<file path="src/rtl/sad_pkg.sv">
`default_nettype none
// +------------------------------------------------------------------+
// | Module      : sad_pkg                                            |
// | Description : Shared types and sizes for the SAD block memory.   |
// | Revision    : 1.0 - initial release                              |
// +------------------------------------------------------------------+
package sad_pkg;

    localparam int SAD_DEPTH = 256;
    localparam int SAD_AW    = 9;
    localparam int SAD_DW    = 8;

    typedef enum logic [1:0] {
        S_LOAD_A = 2'd0,
        S_LOAD_B = 2'd1,
        S_FULL   = 2'd2
    } sad_mem_state_t;

endpackage
`default_nettype wire

</file>
<file path="src/rtl/sad_bram.sv">
`default_nettype none
// +------------------------------------------------------------------+
// | Module      : sad_bram                                           |
// | Description : Single-write, registered-read RAM with read enable |
// |               and a synchronous output clear.                    |
// | Revision    : 1.0 - initial release                              |
// +------------------------------------------------------------------+
module sad_bram #(
    parameter int DEPTH = 256,
    parameter int W     = 8,
    parameter int PW    = $clog2(DEPTH)
) (
    input  logic          clk,
    input  logic          rst,
    input  logic          we,
    input  logic [PW-1:0] waddr,
    input  logic [W-1:0]  wdata,
    input  logic          re,
    input  logic [PW-1:0] raddr,
    input  logic          clr,
    output logic [W-1:0]  rdata
);

    // Storage is deliberately not reset; the owner gates reads by state.
    logic [W-1:0] r_mem [DEPTH];
    logic [W-1:0] r_rdata;

    always_ff @(posedge clk) begin
        if (we) begin
            r_mem[waddr] <= wdata;
        end
    end

    always_ff @(posedge clk or posedge rst) begin
        if (rst) begin
            r_rdata <= '0;
        end else if (re) begin
            r_rdata <= clr ? '0 : r_mem[raddr];
        end
    end

    assign rdata = r_rdata;

endmodule
`default_nettype wire

</file>
<file path="src/rtl/sad_block_mem.sv">
`default_nettype none
// +------------------------------------------------------------------+
// | Module      : sad_block_mem                                      |
// | Description : A/B pixel block buffer for the SAD engine, filled  |
// |               from a byte stream. Optional SAD_MEM_PARITY_EN.    |
// | Revision    : 1.0 - initial release                              |
// +------------------------------------------------------------------+
module sad_block_mem
    import sad_pkg::*;
#(
    parameter int DEPTH = SAD_DEPTH,
    parameter int AW    = SAD_AW,
    parameter int DW    = SAD_DW
) (
    input  logic          clk,
    input  logic          rst,
    input  logic          ld_valid,
    output logic          ld_ready,
    input  logic [DW-1:0] ld_data,
    output logic          blk_ready,
    input  logic          blk_done,
    input  logic          AB_rd,
    input  logic [AW-1:0] AB_adrr,
    output logic [DW-1:0] A_data,
    output logic [DW-1:0] B_data
`ifdef SAD_MEM_PARITY_EN
    ,
    output logic          par_err
`endif
);

    localparam int c_PW = $clog2(DEPTH);
`ifdef SAD_MEM_PARITY_EN
    localparam int c_MW = DW + 1;
`else
    localparam int c_MW = DW;
`endif
    localparam logic [c_PW-1:0] c_LAST    = c_PW'(DEPTH - 1);
    localparam logic [AW-1:0]   c_DEPTH_A = AW'(DEPTH);

    sad_mem_state_t    r_state, w_state_nxt;
    logic [c_PW-1:0]   r_wr_ptr, w_wr_ptr_nxt;
    logic              r_ld_ready;
    logic              w_accept, w_we_a, w_we_b, w_rd_ok;
    logic [c_MW-1:0]   w_wdata, w_a_q, w_b_q;

    always_comb begin
        w_state_nxt  = r_state;
        w_wr_ptr_nxt = r_wr_ptr;
        w_we_a       = 1'b0;
        w_we_b       = 1'b0;
        w_accept     = ld_valid & r_ld_ready;
        case (r_state)
            S_LOAD_A: begin
                if (w_accept) begin
                    w_we_a = 1'b1;
                    if (r_wr_ptr == c_LAST) begin
                        w_state_nxt  = S_LOAD_B;
                        w_wr_ptr_nxt = '0;
                    end else begin
                        w_wr_ptr_nxt = r_wr_ptr + c_PW'(1);
                    end
                end
            end
            S_LOAD_B: begin
                if (w_accept) begin
                    w_we_b = 1'b1;
                    if (r_wr_ptr == c_LAST) begin
                        w_state_nxt  = S_FULL;
                        w_wr_ptr_nxt = '0;
                    end else begin
                        w_wr_ptr_nxt = r_wr_ptr + c_PW'(1);
                    end
                end
            end
            S_FULL: begin
                if (blk_done) begin
                    w_state_nxt  = S_LOAD_A;
                    w_wr_ptr_nxt = '0;
                end
            end
            default: begin
                w_state_nxt  = S_LOAD_A;
                w_wr_ptr_nxt = '0;
            end
        endcase
    end

    // ld_ready is registered so it stays low throughout reset and tracks the next state.
    always_ff @(posedge clk or posedge rst) begin
        if (rst) begin
            r_state    <= S_LOAD_A;
            r_wr_ptr   <= '0;
            r_ld_ready <= 1'b0;
        end else begin
            r_state    <= w_state_nxt;
            r_wr_ptr   <= w_wr_ptr_nxt;
            r_ld_ready <= (w_state_nxt != S_FULL);
        end
    end

    assign ld_ready  = r_ld_ready;
    assign blk_ready = (r_state == S_FULL);
    assign w_rd_ok   = (r_state == S_FULL) && (AB_adrr < c_DEPTH_A);

`ifdef SAD_MEM_PARITY_EN
    logic r_rd_served, r_par_sticky, w_par_now;

    assign w_wdata   = {^ld_data, ld_data};
    // Even parity: a served word with odd total weight is corrupt.
    assign w_par_now = r_rd_served & ((^w_a_q) | (^w_b_q));

    always_ff @(posedge clk or posedge rst) begin
        if (rst) begin
            r_rd_served  <= 1'b0;
            r_par_sticky <= 1'b0;
        end else begin
            r_rd_served <= AB_rd & w_rd_ok;
            if (blk_done && (r_state == S_FULL)) begin
                r_par_sticky <= 1'b0;
            end else if (w_par_now) begin
                r_par_sticky <= 1'b1;
            end
        end
    end

    assign par_err = r_par_sticky | w_par_now;
`else
    assign w_wdata = ld_data;
`endif

    sad_bram #(.DEPTH(DEPTH), .W(c_MW)) u_mem_a (
        .clk   (clk),
        .rst   (rst),
        .we    (w_we_a),
        .waddr (r_wr_ptr),
        .wdata (w_wdata),
        .re    (AB_rd),
        .raddr (AB_adrr[c_PW-1:0]),
        .clr   (~w_rd_ok),
        .rdata (w_a_q)
    );

    sad_bram #(.DEPTH(DEPTH), .W(c_MW)) u_mem_b (
        .clk   (clk),
        .rst   (rst),
        .we    (w_we_b),
        .waddr (r_wr_ptr),
        .wdata (w_wdata),
        .re    (AB_rd),
        .raddr (AB_adrr[c_PW-1:0]),
        .clr   (~w_rd_ok),
        .rdata (w_b_q)
    );

    assign A_data = w_a_q[DW-1:0];
    assign B_data = w_b_q[DW-1:0];

endmodule
`default_nettype wire

</file>
<file path="config.mk">
export PLATFORM = sky130hd
export DESIGN_NAME = sad_block_mem
export DESIGN_NICKNAME = d
export VERILOG_FILES = /design/src/rtl/sad_pkg.sv /design/src/rtl/sad_bram.sv /design/src/rtl/sad_block_mem.sv
export SDC_FILE = /design/constraint.sdc
export NUM_CORES = 2
export LEC_CHECK = 0
export BUFFER_PORTS_ARGS = -buffer_cell sky130_fd_sc_hd__buf_2
export CORE_MARGIN = 1
export CORE_UTILIZATION = 30
export DETAILED_ROUTE_END_ITERATION = 10
export GPL_ROUTABILITY_DRIVEN = 0
export PLACE_DENSITY = 0.45
export SLEW_MARGIN = 20
export SYNTH_ARGS = -nofsm -noshare
export SYNTH_HDL_FRONTEND = slang
export SYNTH_HIERARCHICAL = 1
export SYNTH_SLANG_ARGS = --single-unit
export TNS_END_PERCENT = 5
</file>
<file path="constraint.sdc">
create_clock -name clk -period 5.1 [get_ports clk]
set_input_delay 0.255 -clock clk [delete_from_list [all_inputs] [get_ports clk]]
set_output_delay 0.255 -clock clk [all_outputs]
set_load 0.02 [all_outputs]
</file>
; Word level (Yosys, flattened, before mapping)
; Memories as Yosys holds them, arrays and structs flattened.
; Cells that the tools add are included.
[totals]
wordCells = 39
ram_bits = 4096
ff_bits = 27
out_inout_bits = 18
n_memories = 2
inputBits = 22
[mem_list]
columns = name, depth, width, rd, rd_clocked_by_memory_dff, write_ports, line
row1 = u_mem_a.r_mem, 256, 8, 1, 0, 1, sad_bram.sv:25  ; logic [W-1:0] r_mem [DEPTH];
row2 = u_mem_b.r_mem, 256, 8, 1, 0, 1, sad_bram.sv:25
[classes]
eq_ne = 6
bitwise = 1
reduce_logical = 4
n_addsub = 1
mux = 19
order_cmp = 1
[op_table]
columns = operator, n
row1 = 8-bit 2-to-1 mux, 5
row2 = 8-bit one-hot mux with 2 select lines, 1
row3 = 2-bit 2-to-1 mux, 5
row4 = 9-bit less-than comparator (second input constant), 1
row5 = 8-bit by 1-bit adder with 8-bit output (second input constant), 1
row6 = 8-bit equality test (second input constant), 1
row7 = 1-bit 2-to-1 mux, 7
row8 = 2-bit one-hot mux with 3 select lines, 1
row9 = 2-bit by 1-bit != test with 1-bit output (second input constant), 2
row10 = 2-bit by 1-bit equality test with 1-bit output (second input constant), 1
row11 = 2-bit equality test (second input constant), 1
row12 = 2-bit logical NOT, 1
row13 = 2-bit != test (second input constant), 1
row14 = 2-bit AND reduction, 1
row15 = 2-bit OR reduction, 1
row16 = 1-bit AND, 1
row17 = 1-bit logical AND, 1

; Logic depth before layout (Yosys ltp)
[depth]
ltp_word = 5
depth_mapped = 12
ltp_nobuf = 7

; Cells and area by module
; Netlist, hierarchy kept.
[by_module_without_submodules]
columns = module, area_per_inst_um2, cells_each, n_inst, seq_area_each_um2
row1 = sad_bram, 80518.5, 3932, 2, 61699.2
row2 = sad_block_mem, 619.3, 60, 1, 275.3

; Least setup slack after synthesis
; No wires, ideal clock.
[synth_timing]
path_type = register to register
from = register r_ld_ready (netlist: ld_ready)
to = memory u_mem_b.r_mem[234][0] (enable)
setup_ns = 0.370
required_time_ns = 4.730
t_arrival_ns = 2.261
path_stages_with_launch = 9
slack_ns = 2.469
synth_period_minus_slack_ns = 2.631
n_path_buf = 3
path_cell_list = dfrtp_1 nand2_1 nor2_1 and2_1 clkbuf_1 clkbuf_1 nand3_1 clkbuf_1 nor2_1
[synth_via]
elab_chain_len = 5
[synth_lines]
columns = item, line
row1 = "start, declared", sad_block_mem.sv:43  ; logic r_ld_ready;
row2 = "start signal, assigned", sad_block_mem.sv:98  ; r_ld_ready <= (w_state_nxt != S_FULL);
row3 = 1-bit AND, sad_block_mem.sv:52  ; w_accept = ld_valid & r_ld_ready;
row4 = 1-bit 2-to-1 mux, sad_block_mem.sv:66  ; if (w_accept) begin
row5 = 1-bit 2-to-1 mux, sad_block_mem.sv:53  ; case (r_state)
row6 = net w_we_b, sad_block_mem.sv:44  ; logic w_accept, w_we_a, w_we_b, w_rd_ok;
row7 = 1-bit 2-to-1 mux, sad_bram.sv:29  ; if (we) begin
row8 = 1-bit 2-to-1 mux (implied by the code), sad_bram.sv:30  ; r_mem[waddr] <= wdata;
row9 = "end, declared", sad_bram.sv:25
; The timed path passes the listed nets, and every way through them passes these cells.

; Final worst setup path
[layout_timing]
from = register r_state[1]
to = memory u_mem_b.r_mem[202][2] (enable)
[layout_via]
elab_chain_len = 4
[layout_lines]
columns = item, line
row1 = "start, declared", sad_block_mem.sv:41  ; sad_mem_state_t r_state, w_state_nxt;
row2 = "start signal, assigned", sad_block_mem.sv:96  ; r_state <= w_state_nxt;
row3 = 2-bit by 1-bit equality test with 1-bit output, sad_block_mem.sv:53
row4 = 1-bit 2-to-1 mux, sad_block_mem.sv:53
row5 = net w_we_b, sad_block_mem.sv:44
row6 = 1-bit 2-to-1 mux, sad_bram.sv:29
row7 = 1-bit 2-to-1 mux (implied by the code), sad_bram.sv:30
; The timed path passes the listed nets, and every way through them passes these cells.

==> results.toml <==
[cts]
ctsResizeCount = 0
cts_tree = "done"
cts_setup_buffers = 0
cts_sinks = 4123
clk_path_buf_depth = 4
cts_hold_buf = 15
cts_made_buffers = 426
clk_pin_slew_worst_paths_ns = 0.06
clock_latency_ns = 1.03
cts_max_level = 5
root_buffer = "clkbuf_16"

[setup_path]
end_kind = "flip-flop"
worstPathRequired_ns = 5.72
ff2ff_path_depth = 4
path_class = "reg -> reg"
startpoint_type = "flip-flop"
crit_start = "r_state[1]"
timing.rr.end = "u_mem_b/r_mem[202][2]"
reg2reg_setup_slack_ns = 1.58
critPathMaxFanout = 16
cp-endpoint = "u_mem_b/r_mem[202][2]"
timing.rr.start = "r_state[1]"
arrival_ns = 4.14

[timing]
hold_viol_final = 0
min_period_over_period_pct = 69.1
setup_ws_ns = 1.58
period_needed_ns = 3.52
fin_skew_ns = 0.0674
rsz0062_at_grt = "false"
fmax_ghz = 0.284
tns_ns = 0
report.final.slew_viol_count = 0
finalSetupViolations = 0
relSlewSlack_pct = 21.7
worst_pin_slew_ns = 1.17

[placed_design]
portBuffers = 39
pre_cts_ws_ns = 0.773
hpwl_mm = 317

[final_layout]
final_core_util_pct = 34.4
layout_commonest_cell = "edfxtp_1"
layout_common_cells = "edfxtp_1 (4096), mux4_2 (808), nor2_1 (629)"
layout-area-overhead-vs-synth_pct = 14.3
final_nets = 8363
drive_gt1_share_pct = 21.9
num-fill-cells = 50300

[logic_synthesis]
ys.flop_type = "edfxtp_1"
async_flop_share_pct = 0.655
synth_edf_count = 4096
synth.area.top_cells = "edfxtp_1 (76%), mux4_2 (11%), mux2i_1 (3.2%)"
syn_area_mm2 = 0.162
synth_nets = 7947
ys_types = 72
ys_ff_latch = 4123
synth_cells = 7924
syn-mean-instance-area_um2 = 20.4
yosysWarnings = 6
yosysTopAreaCell = "edfxtp_1"
synth.yosys.seq_area_share_pct = 76.5
synth.top_cell.area_share_pct = 76.1

[route]
drcViolationCount = 0
num_vias = 82400
dr.pass1.iters = 8
routedWlPerCell_um = 31.2
vias_per_cell = 5.19
drt-initial-drc-count = 8053
ant_nets = 0
postRouteWirelength_mm = 495

[floorplan]
die_area_mm2 = 0.542
start_util_pct = 30.1
coreArea_mm2 = 0.536
ioPinCount = 40
die_width_um = 736
num_rows = 269
fp.dieH_um = 736

[pwr]
vdd_ir_drop_max_mv = 0.279
power.total_w = 0.0720
power_density_mw_per_mm2 = 389
p_leak_nw = 57.0

[grt]
antenna_found_initial = 26
grt_pass1_vias = 83300
gr-usage-all-layers_pct = 17.8
grt_max_degree = 172
grt_pass1_wl_mm = 685
gr-total-overflow = 0

[min_path]
hp-class = "in -> async"

[flow_run]
maxCapViolCount = 0

[run_status]
outcome = "complete, no violations"
[per-stage QoR]
stage	std cells	hold slack (ns)	cell area (um2)
4_1_cts	15900	0.00457	185000
3_5_place_dp	15100	0.476	171000
5_1_grt	15900	0.0375	185000
6_report	15900	0.0888	185000
2_1_floorplan	7924	0.0707	162000
3_3_place_gp	15100	0.474	171000
[registers in the layout, indices dropped and copies added (netlist names)]
register       count
u_mem_a/r_mem   2048
r_wr_ptr           8
u_mem_a/rdata      8
u_mem_b/rdata      8
ld_ready           1
u_mem_b/r_mem   2048
r_state            2
[power breakdown]
| part | internal, W | switching [W] |
|---|---|---|
| sequential | 0.0374 | 0.000125 |
| clock | 0.0168 | 0.0131 |
| combinational | 0.00128 | 0.00322 |
[logic make-up after synthesis]
kind of cell / count (synthesis) / synth area share (%)
flops: 4123 / 76.5
mux: 1326 / 14.5
simple gates: 1156 / 3.15
compound gates: 809 / 3.62
buf+inv: 504 / 2.22
xor+xnor: 5 / 0.0271
fa+ha+maj: 1 / 0.00774
[cell type report]
cell class | instances | area, um2 | area share, %
sequential | 4123 | 124000 | 66.9
multi-input combinational | 3297 | 34500 | 18.7
clock buffer | 552 | 11300 | 6.10
tap | 7181 | 8980 | 4.86
timing repair buffer | 475 | 4370 | 2.37
clock inverter | 208 | 1860 | 1.01
inverter | 17 | 66.3 | 0.0359
antenna | 10 | 25.0 | 0.0135
[critical path, stage by stage (launching register included)]
cell	delay, ns
dfrtp_1	0.50
nor2_1	0.28
and2_1	0.45
nand4_1	0.78
nor2_1	1.11
[how the worst min path moves through the flow]
| stage | to | slack [ns] | depth (start not counted) |
|---|---|---|---|
| 6_report | r_wr_ptr[6] | 0.09 | 3 |
| 5_1_grt | u_mem_a/rdata[6] | 0.04 | 6 |
| 4_1_cts | u_mem_a/rdata[6] | 0.005 | 6 |
| 3_5_place_dp | u_mem_a/rdata[0] | 0.48 | 2 |
| 3_3_place_gp | u_mem_a/rdata[0] | 0.47 | 2 |
| 2_1_floorplan | u_mem_a/rdata[0] | 0.07 | 1 |
[layer usage]
metal / up-vias / part of all wire, % / GRT usage [%]
met5: - / 0.0042 / 0
met1: 45300 / 42 / 24.0
met4: 4 / 2.9 / 4.70
li1: 33800 / - / -
met3: 624 / 5.2 / 2.32
met2: 2644 / 49 / 30.3
[synthesized netlist by cell type (22+ instances only)]
master / n
nand2_1: 147
nor2b_1: 32
buf_4: 34
a22oi_1: 95
o22ai_1: 90
o221ai_1: 176
o21ai_0: 43
buf_8: 48
nor3_1: 95
edfxtp_1: 4096
buf_1: 30
nor4_1: 22
buf_2: 108
buf_6: 49
a21oi_1: 170
mux2i_1: 510
nand4_1: 30
clkbuf_1: 186
a211oi_1: 46
buf_12: 32
nand3_1: 98
mux4_2: 808
a221oi_1: 22
nand2b_1: 25
nor2_1: 642
dfrtp_1: 27
Power figures use the tool's default switching activity.
